**config.mk**
```make
export PLATFORM = sky130hd
export DESIGN_NAME = fec_chain_sequencer
export DESIGN_NICKNAME = d
export VERILOG_FILES = /design/src/rtl/fec_chain_sequencer.sv
export SDC_FILE = /design/constraint.sdc
export NUM_CORES = 1
export LEC_CHECK = 0
export BUFFER_PORTS_ARGS = -buffer_cell sky130_fd_sc_hd__buf_2
export CAP_MARGIN = 20
export CORE_MARGIN = 3
export CORE_UTILIZATION = 60
export CTS_BUF_LIST = sky130_fd_sc_hd__clkbuf_4 sky130_fd_sc_hd__clkbuf_8
export CTS_CLUSTER_DIAMETER = 100
export DETAILED_ROUTE_END_ITERATION = 8
export GPL_TIMING_DRIVEN = 0
export PLACE_DENSITY = 0.83
export SETUP_SLACK_MARGIN = 0.4
export SKIP_LAST_GASP = 1
export SLEW_MARGIN = 20
export SYNTH_ARGS = -nofsm -noshare
export SYNTH_HDL_FRONTEND = slang
export SYNTH_SLANG_ARGS = --single-unit
```
**constraint.sdc**
```tcl
create_clock -name clk -period 2.8 [get_ports clk]
set_input_delay 0.56 -clock clk [delete_from_list [all_inputs] [get_ports clk]]
set_output_delay 0.56 -clock clk [all_outputs]
set_load 0.05 [all_outputs]
```
**src/rtl/fec_chain_sequencer.sv**
```systemverilog
// Frame sequencer for an encoder/modulator/demodulator/decoder chain.
// Fills a frame buffer, drains it through a 4-stage valid pipe, flushes, then reports completion.
module fec_chain_sequencer #(
  parameter int FRAME_LEN  = 16,
  parameter int PIPE_DEPTH = 4
) (
  input  logic       clk,
  input  logic       rst,
  input  logic       en,
  input  logic       req,
  input  logic       in_valid,
  input  logic       buff_empty,
  input  logic       buff_full,
  output logic       ack,
  output logic       wr_en_buff,
  output logic       rd_en_buff,
  output logic       en_encoder,
  output logic       en_modulator,
  output logic       en_demodulator,
  output logic       en_decoder,
  output logic       busy,
  output logic       frame_done,
  output logic       err_overflow,
  output logic [7:0] frame_cnt
);

  localparam int CW = $clog2(FRAME_LEN + 1);
  localparam logic [CW-1:0] LAST = CW'(FRAME_LEN - 1);

  typedef enum logic [2:0] {
    IDLE,
    FILL,
    DRAIN,
    FLUSH,
    DONE
  } state_e;

  state_e                state_q, state_d;
  logic [CW-1:0]         wr_cnt_q, wr_cnt_d;
  logic [CW-1:0]         rd_cnt_q, rd_cnt_d;
  logic [PIPE_DEPTH-1:0] v_q, v_d;
  logic [7:0]            frame_cnt_q, frame_cnt_d;
  logic                  err_q, err_d;
  logic                  ack_q, ack_d;
  logic                  wr_en, rd_en, done;

  always_ff @(posedge clk) begin
    if (rst) begin
      state_q     <= IDLE;
      wr_cnt_q    <= '0;
      rd_cnt_q    <= '0;
      v_q         <= '0;
      frame_cnt_q <= '0;
      err_q       <= 1'b0;
      ack_q       <= 1'b0;
    end else begin
      state_q     <= state_d;
      wr_cnt_q    <= wr_cnt_d;
      rd_cnt_q    <= rd_cnt_d;
      v_q         <= v_d;
      frame_cnt_q <= frame_cnt_d;
      err_q       <= err_d;
      ack_q       <= ack_d;
    end
  end

  // Every state advance is qualified by en, so en=0 freezes the whole block.
  always_comb begin
    state_d     = state_q;
    wr_cnt_d    = wr_cnt_q;
    rd_cnt_d    = rd_cnt_q;
    frame_cnt_d = frame_cnt_q;
    err_d       = err_q;
    ack_d       = 1'b0;
    wr_en       = 1'b0;
    rd_en       = 1'b0;
    done        = 1'b0;

    case (state_q)
      IDLE: begin
        if (en && req) begin
          state_d  = FILL;
          ack_d    = 1'b1;
          wr_cnt_d = '0;
          rd_cnt_d = '0;
        end
      end
      FILL: begin
        wr_en = en & in_valid & ~buff_full;
        if (en && in_valid && buff_full) begin
          err_d = 1'b1;
        end
        if (wr_en) begin
          wr_cnt_d = wr_cnt_q + CW'(1);
          if (wr_cnt_q == LAST) begin
            state_d = DRAIN;
          end
        end
      end
      DRAIN: begin
        rd_en = en & ~buff_empty;
        if (rd_en) begin
          rd_cnt_d = rd_cnt_q + CW'(1);
          if (rd_cnt_q == LAST) begin
            state_d = FLUSH;
          end
        end
      end
      FLUSH: begin
        if (en && (v_q == '0)) begin
          state_d = DONE;
        end
      end
      DONE: begin
        if (en) begin
          done        = 1'b1;
          state_d     = IDLE;
          frame_cnt_d = frame_cnt_q + 8'd1;
        end
      end
      default: begin
        state_d = IDLE;
      end
    endcase

    v_d = en ? {v_q[PIPE_DEPTH-2:0], rd_en} : v_q;
  end

  assign ack            = ack_q;
  assign wr_en_buff     = wr_en;
  assign rd_en_buff     = rd_en;
  assign en_encoder     = v_q[0] & en;
  assign en_modulator   = v_q[1] & en;
  assign en_demodulator = v_q[2] & en;
  assign en_decoder     = v_q[3] & en;
  assign busy           = (state_q != IDLE);
  assign frame_done     = done;
  assign err_overflow   = err_q;
  assign frame_cnt      = frame_cnt_q;

endmodule
```
==> summary.txt <==
Max-cap violations: 0
Cell at the slowest stage of the critical path: or4_1
Clock slew at reported path FFs: 140 ps
Count of endpoints failing hold in the final timing report: 0
Number of global-route vias before repair: 1099
Warnings, synthesis: 0
CORE AREA: 0.00186 mm²
CTS tree: yes
Placement Rows: 15
Synth-to-layout area growth: 14.8%
Fraction of post-synthesis cell area in the top cell type by area: 0.430
Asr flop ratio synth: 0
Total power divided by cell area: 428 mW/mm²
Effective utilization at floorplan: 0.677
Placed Instances: 195
Largest net degree at the start of global routing: 15
FILL cells: 149
Worst Setup EP: rd_en_buff
Routed wirelength normalized by instance count: 13.1 µm
ANT nets after route: 0
Number of buffer cells added on primary ports: 23
Fmax achieved: 440 MHz
Relative slew slack: 0.663
Vertical die dimension: 51.8 µm
Total number of vias: 1099
Number of distinct standard cells referenced by the synthesized netlist: 36
Share of cells above drive strength 1: 0.207
Total stage count of the critical path: 5
Largest area contributor in the netlist: dfxtp_1
Most numerous cell in the Yosys netlist: dfxtp_1
Number of enable flip-flop cells after synthesis: 0
Crit path max-delay family: simple AND/OR/NAND/NOR gates
Final critical delay including setup and external delays: 2270 ps
Horizontal extent of the die: 51.8 µm
Launching element of the worst setup path: state_q[1]
Synthesized Nets: 159
Max Fanout on Critical Path: 10
Buffers inserted by post-CTS timing repair: 0
Path category of the worst min-delay check: register to register
Critical Path AT: 1710 ps
Leading cell types by total area after synthesis: dfxtp_1 43%, nor2_1 6.9%, xor2_1 5.6%, ha_1 5.0%, a21oi_1 4.0%
Fraction of the yosys area taken by sequential cells: 0.430
Post-Syn Area per Cell: 8.55 µm²
Type of element capturing the critical path: output pin
Max IR drop VDD: 0.000340 V
Latest clock arrival within the worst-skew pair: 320 ps
Maximum root-to-sink buffer count: 2
Wire length of the first global-routing pass: 4.55 mm
Overall die area: 0.00268 mm²
Number of levels the H-tree was split into: 1
Detailed-route wire length: 2.61 mm
Num Clock Sinks: 27
Worst-margin pin slew: 506 ps
Critical path, cell by cell: clkbuf_4, nand2_1, or4_1, inv_2, buf_4
HPWL after detailed placement: 1.97 mm
Synth top cells by count: 27 x dfxtp_1, 23 x nor2_1, 12 x nand2_1
Final design utilization: 0.777
Critical Path Max Stage Delay: 470 ps
Number of cells on the worst hold path: 2
Pre-CTS WS: 536 ps
Critical path data required time: 2240 ps
R2r setup slk: 1120 ps
Reg2reg end: state_q[2]
Period utilisation layout: 0.812
Number of diodes: 0
Element type at the critical path start: register
Final instance count without filler cells: 199
Detailed router's first-iteration violation count: 24
Drt first pass iters: 4
Cell area after synthesis: 0.00126 mm²
Post-detailed-route DRC marker count: 0
Global placer's final weighted congestion: 0.786
Sum of buffers and inverters on the critical path: 3
Final slew viol count: 0
Status: finished, final reports clean
Number of buffers created by CTS: 3
Global-route usage over all layers: 0.224
Final TNS setup: 0 ps
Ports: 25
Leakage component of the power: 0.650 nW
GR Overflow Total: 0
Largest clock skew in the final design: 1.84 ps
Root Buffer: clkbuf_4
Reg-to-Reg Start: wr_cnt_q[0]
Fin nets: 187
Start-to-end type of the worst setup path: register to output pin
Antenna violations before repair: 0
Post-synthesis cell count: 147
R2R depth: 6
Final count of negative-setup-slack endpoints: 0
Main synth FF type: dfxtp_1
Number of vias per cell: 5.52
Unrepaired setup endpoints after global routing: false
Flip-flop and latch count after synthesis: 27
Setup slack of the critical path after layout: 527 ps
-- registers in the layout, indices dropped and copies added (netlist names) --
register	cells
frame_cnt	8
wr_cnt_q	5
ack	1
v_q	4
rd_cnt_q	5
err_overflow	1
state_q	3
-- cells by family (layout without fill, tap and decap cells) --
group,count (synthesis),count (layout),synth area share
AO/OA/AOI/OAI,20,20,0.109
XOR/XNOR,11,11,0.0766
adder cells (fa/ha/maj),5,5,0.0498
buffers and inverters,13,40,0.0428
flip-flops,27,27,0.430
AND/OR/NAND/NOR,71,71,0.292
-- cells in the final DEF (no fill, tap or decap), types with 2 or more instances in the layout --
master	netlist	layout
a21oi_1	10	10
and2_1	5	5
and3_1	4	4
buf_2	4	24
clkbuf_1	3	3
clkbuf_4	0	6
dfxtp_1	27	27
ha_1	5	5
inv_1	4	4
nand2_1	12	12
nand2b_1	3	3
nand3_1	7	7
nand4_1	3	3
nor2_1	23	23
nor3_1	3	3
or3_1	2	2
or4_1	2	2
xnor2_1	3	3
xor2_1	8	8
-- timing repair --
action	CTS	global route
hold buffers	0	0
gates resized for setup	0	5
setup endpoints to repair	0	2
-- tightest hold or removal path: cells and delay by family, from the launching register on --
family           cells  cell delay, ps
AND/OR/NAND/NOR      1              70
flip-flops           1             330
AO/OA/AOI/OAI        1              60
-- stage by stage --
stage | power, mW | cell area [µm²] | hold slack, ps
6_report | 0.617 | 1440 | 497
5_1_grt | 0.638 | 1440 | 520
4_1_cts | 0.620 | 1430 | 492
3_5_place_dp | 0.447 | 1400 | 464
3_3_place_gp | 0.446 | 1400 | 454
2_1_floorplan | 0.433 | 1260 | 440
-- final cells by class --
type	count	area [µm²]	share of cell area
clock buffers	4	30.0	0.0208
multi-input cells	107	666	0.461
repair buffers	23	120	0.0832
well taps	25	31.3	0.0217
flip-flops and latches	27	541	0.374
plain buffers	7	33.8	0.0234
inverters	6	22.5	0.0156
-- power breakdown --
group / leakage, nW / switching [mW] / total [mW] / internal [mW]
logic: 0.414 / 0.0343 / 0.0494 / 0.0151
registers: 0.218 / 0.00198 / 0.390 / 0.388
clock network: 0.0184 / 0.113 / 0.178 / 0.0656
total: 0.650 / 0.149 / 0.617 / 0.468
-- worst min-delay path by stage --
stage	start	endpoint
after global routing	v_q[0]	v_q[0]
after global placement	err_overflow	err_overflow
after detailed placement	v_q[0]	v_q[0]
final	wr_cnt_q[4]	wr_cnt_q[4]
after floorplan	v_q[0]	v_q[0]
after CTS	v_q[0]	v_q[0]
-- per-layer routing --
layer / vias to the layer above / track usage / share of wire
met4: 0 / 0.0961 / 0.016
met2: 35 / 0.373 / 0.45
met3: 5 / 0.0401 / 0.063
met1: 498 / 0.282 / 0.47
met5: - / 0 / 0
li1: 561 / - / -
(Power assumes the default switching activity.)
